[config.mk]
export PLATFORM = sky130hd
export DESIGN_NAME = pmem_arbiter
export DESIGN_NICKNAME = d
export VERILOG_FILES = /design/src/rtl/pmem_arb_pkg.sv /design/src/rtl/pmem_arb_grant.sv /design/src/rtl/pmem_arbiter.sv
export SDC_FILE = /design/constraint.sdc
export NUM_CORES = 1
export LEC_CHECK = 0
export CORE_AREA = 2 2 543 545
export DETAILED_ROUTE_END_ITERATION = 10
export DIE_AREA = 0 0 545 547
export HOLD_SLACK_MARGIN = 0.1
export PLACE_DENSITY = 0.3
export SYNTH_ARGS = -nofsm -noshare
export SYNTH_HDL_FRONTEND = slang
export SYNTH_SLANG_ARGS = --single-unit
export TNS_END_PERCENT = 100
[constraint.sdc]
create_clock -name clk -period 19.9 [get_ports clk]
set_input_delay 3.98 -clock clk [delete_from_list [all_inputs] [get_ports clk]]
set_output_delay 3.98 -clock clk [all_outputs]
set_load 0.01 [all_outputs]
[src/rtl/pmem_arb_pkg.sv]
// Shared types and default widths for the physical-memory arbiter.
// The optional round-robin mode is enabled with the macro PMEM_ARB_RR_EN.
package pmem_arb_pkg;

    localparam int unsigned PMEM_ADDR_W = 32;
    localparam int unsigned PMEM_LINE_W = 256;

    typedef enum logic [1:0] {
        IDLE,
        BUSY_I,
        BUSY_D,
        RECOVER
    } arb_state_t;

    typedef enum logic {
        OP_READ,
        OP_WRITE
    } arb_op_t;

endpackage

[src/rtl/pmem_arb_grant.sv]
// Combinational grant decision between icache and dcache requests.
// PMEM_ARB_RR_EN: on a tie, grant the side not served last; otherwise dcache always wins.
module pmem_arb_grant (
    input  logic icache_req_i,
    input  logic dcache_req_i,
    input  logic last_dcache_i,
    output logic icache_gnt_o,
    output logic dcache_gnt_o
);

`ifdef PMEM_ARB_RR_EN
    always_comb begin
        dcache_gnt_o = dcache_req_i && !(icache_req_i && last_dcache_i);
        icache_gnt_o = icache_req_i && !dcache_gnt_o;
    end
`else
    logic unused_last;
    assign unused_last = last_dcache_i;

    always_comb begin
        dcache_gnt_o = dcache_req_i;
        icache_gnt_o = icache_req_i && !dcache_req_i;
    end
`endif

endmodule

[src/rtl/pmem_arbiter.sv]
// Shares one pmem port between icache fills and dcache fills/write-backs.
// PMEM_ARB_RR_EN selects round-robin tie-breaking instead of fixed dcache priority.
module pmem_arbiter
    import pmem_arb_pkg::*;
#(
    parameter int unsigned ADDR_W = PMEM_ADDR_W,
    parameter int unsigned LINE_W = PMEM_LINE_W
) (
    input  logic              clk,
    input  logic              rst,
    input  logic              pmem_read_a,
    input  logic [ADDR_W-1:0] pmem_addr_a,
    output logic [LINE_W-1:0] pmem_rdata_a,
    output logic              pmem_resp_a,
    input  logic              pmem_read_d,
    input  logic              pmem_write_d,
    input  logic [ADDR_W-1:0] pmem_addr_d,
    input  logic [LINE_W-1:0] pmem_wdata_d,
    output logic [LINE_W-1:0] pmem_rdata_d,
    output logic              pmem_resp_d,
    output logic              pmem_read,
    output logic              pmem_write,
    output logic [ADDR_W-1:0] pmem_address,
    output logic [LINE_W-1:0] pmem_wdata,
    input  logic [LINE_W-1:0] pmem_rdata,
    input  logic              pmem_resp
);

    arb_state_t        state_q;
    arb_op_t           op_q;
    logic [ADDR_W-1:0] addr_q;
    logic [LINE_W-1:0] wdata_q;
    logic              last_dcache;
    logic              gnt_i, gnt_d;
    logic              busy;

`ifdef PMEM_ARB_RR_EN
    logic last_dcache_q;
    assign last_dcache = last_dcache_q;
`else
    assign last_dcache = 1'b0;
`endif

    pmem_arb_grant u_grant (
        .icache_req_i  (pmem_read_a),
        .dcache_req_i  (pmem_read_d | pmem_write_d),
        .last_dcache_i (last_dcache),
        .icache_gnt_o  (gnt_i),
        .dcache_gnt_o  (gnt_d)
    );

    always_ff @(posedge clk or posedge rst) begin
        if (rst) begin
            state_q <= IDLE;
            op_q    <= OP_READ;
            addr_q  <= '0;
            wdata_q <= '0;
`ifdef PMEM_ARB_RR_EN
            last_dcache_q <= 1'b0;
`endif
        end else begin
            unique case (state_q)
                IDLE: begin
                    if (gnt_d) begin
                        state_q <= BUSY_D;
                        op_q    <= pmem_write_d ? OP_WRITE : OP_READ;
                        addr_q  <= pmem_addr_d;
                        wdata_q <= pmem_wdata_d;
`ifdef PMEM_ARB_RR_EN
                        last_dcache_q <= 1'b1;
`endif
                    end else if (gnt_i) begin
                        state_q <= BUSY_I;
                        op_q    <= OP_READ;
                        addr_q  <= pmem_addr_a;
                        wdata_q <= '0;
`ifdef PMEM_ARB_RR_EN
                        last_dcache_q <= 1'b0;
`endif
                    end
                end
                BUSY_I, BUSY_D: begin
                    if (pmem_resp) state_q <= RECOVER;
                end
                RECOVER: state_q <= IDLE;
                default: state_q <= IDLE;
            endcase
        end
    end

    assign busy         = (state_q == BUSY_I) || (state_q == BUSY_D);
    assign pmem_read    = busy && (op_q == OP_READ);
    assign pmem_write   = busy && (op_q == OP_WRITE);
    assign pmem_address = addr_q;
    // Write data is only presented for write-backs; reads see zero.
    assign pmem_wdata   = pmem_write ? wdata_q : '0;

    assign pmem_resp_a  = (state_q == BUSY_I) && pmem_resp;
    assign pmem_resp_d  = (state_q == BUSY_D) && pmem_resp;
    assign pmem_rdata_a = pmem_resp_a ? pmem_rdata : '0;
    assign pmem_rdata_d = pmem_resp_d ? pmem_rdata : '0;

    always @(posedge clk) begin
        if (!rst) begin
            assert (!(pmem_read_d && pmem_write_d))
            else $warning("pmem_arbiter: pmem_read_d and pmem_write_d both high, write issued");
            assert (!(pmem_resp && !busy))
            else $warning("pmem_arbiter: pmem_resp outside a transaction ignored");
        end
    end

endmodule

==> impl_results.md <==
* Status: finished clean
* Routed vias at 20000
* Buffers & Inverters on Critical Path at 5
* Count of placed standard cells in the final layout, fillers left out at around 6900
* Kind of capture point of the worst setup path: output port
* Number of slew-limit violations in the final report at 0
* Max Cap Violations at 0
* Headroom to the max-slew limit at 0.192
* Total congestion overflow at 0
* Cells on Worst Hold Path at 2
* Global-route wire length before repair at 243 mm
* Wirelength per Cell at 28.6 um
* Final #Nets at 3479
* X dimension of the die at around 550 um
* Type of the worst setup path: input pin to output port
* R2r setup slk at 16.26 ns
* Cell count of the worst reg-to-reg path at 7
* Number of clock sinks seen by CTS at 291
* Maximum clock skew at final layout at 0.0401 ns
* Cell type contributing the most total cell area after synthesis: dfrtp_1
* Post-Syn Nets at between 2000 and 2500
* Final HPWL from detailed placement at between 150 and 200 mm
* Number of rows in the core area at 199
* Number of global-route vias before repair at 20300
* Capturing point of the worst reg2reg path: pmem_address[13]$_DFFE_PP0P_
* Hold path startpoint: pmem_address[18]$_DFFE_PP0P_
* Post-Synthesis Mean Instance Area at 9.76 um2
* Maximum level of the CTS H-tree at 2
* Hold Violations, Final at 0
* Antenna violations before repair at 130
* Hold_ws at roughly 0.48 ns
* Number of instances in the synthesized netlist at 1672
* Worst VDD drop at 81.0 uV
* Most repeated cell in the gate-level netlist after synthesis: and3_1
* Post-CTS setup-driven buffer insertion count at 0
* Pre-CTS setup slack at 7.84 ns
* Total I/O pin count at around 1400
* CP Max Fanout at ~140
* Unrepaired setup endpoints after global routing: false
* Hold-fix buffers, CTS at 0
* Arrival @ worst endpoint at 8.23 ns
* Gpl congestion at 0.836
* Ranking of synthesized cells by area: dfrtp_1 (45%), and3_1 (29%), a22o_1 (13%)
* Setup-violating endpoint count in the final report at 0
* Time the final worst path needs with I/O delays and setup at 12.21 ns
* Delay-heaviest family, CP: buffers and inverters
* Async SR Flop Fraction at 1.00
* Number of placed cells counting well taps at between 6000 and 7000
* Antenna viol nets, final at 0
* Number of clock buffers inserted by TritonCTS at 46
* FMAX at 81.9 MHz
* Post-layout util at 0.123
* Setup total negative slack at 0 ns
* Most frequent cells after synthesis: and3_1 (768), dfrtp_1 (291), a22o_1 (248)
* Count of unique library cells instantiated by Yosys at 21
* Share of layout cells above drive strength 1 at 0.0406
* Bufs on Longest Clock Path at 3
* Measured slew at the worst slew-check pin at ~1.2 ns
* Pin count of the biggest net entering global routing at between 150 and 200
* Worst Hold End: pmem_address[18]$_DFFE_PP0P_
* Number of synthesized flops with an enable pin at 0
* Floorplan core area at 293000 um2
* Top cell type's share of synthesized area at 0.446
* Share of the clock period used by the worst path at 0.614
* Critical path's slowest cell: buf_4
* Clock network latency to the later pin of the worst-skew pair at about 0.68 ns
* Critical Path Max Stage Delay at 0.88 ns
* Setup WS post-layout at 7.69 ns
* Cell mode on critical path: buf_4
* Iteration-0 DRC count of the detailed router at 1297
* Chip Height at 547 um
* Total wirelength of the detailed-routed design at 198 mm
* IO buf count at about 1400
* CTS tree: done
* Share of the yosys chip area belonging to registers at 0.446
* CP startpoint kind: input pin
* Post-synthesis register bit count at about 290
* DR pass1 iterations at 5
* Syn Std Cell Area at ~16000 um2
* Data required time at the worst endpoint at 15.92 ns
* Overall die area at 298000 um2
* Reg-to-Reg Start: state_q[0]$_DFFE_PP0P_
* Power per Cell Area at 122 nW/um2
* Remaining design rule violation count at 0
* Initial Utilization at 0.0558
* Worst min-delay path category: register to register
* Area growth syn-to-layout at 121%
* Via/cell ratio at 2.89
* CP Cell Sequence: buf_8 -> buf_4 -> buf_4 -> buf_4 -> and3_1 -> clkdlybuf4s50_1
* Synthesis warning total at 0
* Cell chosen for the clock root: clkbuf_16
* Leakage power at 15.4 nW
* Dominant synthesized flop cell: dfrtp_1
* Cells resized by post-CTS repair at 0
* Register clock-pin slew on the reported worst setup and hold paths at approximately 0.05 ns
* Global router's overall resource usage at 0.126
final cells by class:
type                       count  area, um2
fill                       33500     257000
inverter                       5       26.3
clock buffer                  66       1330
tap                         3919       4900
clock inverter                18        299
multi-input combinational   1138       7880
timing repair buffer        1411      14100
sequential                   291       7290
antenna                       82        205
cells by family (layout without fill, tap and decap cells):
kind of cell,Yosys count,in the layout,synth area share
AO/OA/AOI/OAI,292,292,0.150
multiplexers,35,35,0.0216
other,0,82,0
flip-flops,291,291,0.446
buffers and inverters,243,1500,0.0741
adder cells (fa/ha/maj),4,4,0.00307
AND/OR/NAND/NOR,807,807,0.305
cell usage in the layout, fill, tap and decap left out, types with 2 or more instances in the layout:
| cell type | instances |
|---|---|
| clkbuf_8 | 10 |
| clkbuf_16 | 46 |
| buf_12 | 5 |
| inv_1 | 4 |
| and3_1 | 768 |
| mux2i_1 | 34 |
| o21ai_0 | 32 |
| buf_4 | 21 |
| bufinv_16 | 5 |
| clkinvlp_4 | 2 |
| ha_4 | 3 |
| a22o_1 | 248 |
| and2_1 | 3 |
| clkinv_16 | 3 |
| dfrtp_1 | 290 |
| diode_2 | 82 |
| clkinv_2 | 7 |
| nand2_1 | 32 |
| a22o_2 | 9 |
| clkbuf_1 | 10 |
| clkdlybuf4s50_1 | 1384 |
state kept, by name (all words and copies together), names as in the netlist:
register / cells
state_q: 2
op_q: 1
pmem_address: 32
wdata_q: 256
power by group:
part / internal [mW] / switching, mW
clock network: 0.532 / 0.369
logic: 1.09 / 1.34
registers: 0.864 / 0.202
metrics by stage:
step | power (mW) | area, um2
floorplan | 2.11 | 16300
global placement | 3.57 | 34200
detailed placement | 3.57 | 34200
CTS | 4.52 | 35800
global route | 4.66 | 36000
finish | 4.39 | 36000
layer usage:
metal  up-vias  GRT usage  routed length [um]
li1       8766          -                   -
met1      9866      0.131               70000
met2      1067      0.216               95100
met3       239     0.0706               26100
met4       100     0.0389                6440
met5         -          0                 658
how the worst max path moves through the flow:
| stage | start | to | slack [ns] | cells after the start |
|---|---|---|---|---|
| global route | pmem_resp | pmem_rdata_d[91] | 7.43 | 6 |
| floorplan | rst | op_q$_DFFE_PP0P_ | 7.89 | 1 |
| detailed placement | pmem_resp | pmem_rdata_d[22] | 7.84 | 6 |
| finish | pmem_resp | pmem_rdata_d[22] | 7.69 | 6 |
| global placement | pmem_resp | pmem_rdata_d[22] | 7.97 | 6 |
| CTS | pmem_resp | pmem_rdata_d[22] | 7.84 | 6 |
tightest hold or removal path: cells and delay by family, from the launching register on:
kind               cells  cell delay [ns]
AOI/OAI and AO/OA      1             0.06
DFF                    1             0.33
and+or+nand+nor        1             0.04
Note: power is estimated with default switching activity, not from simulation.
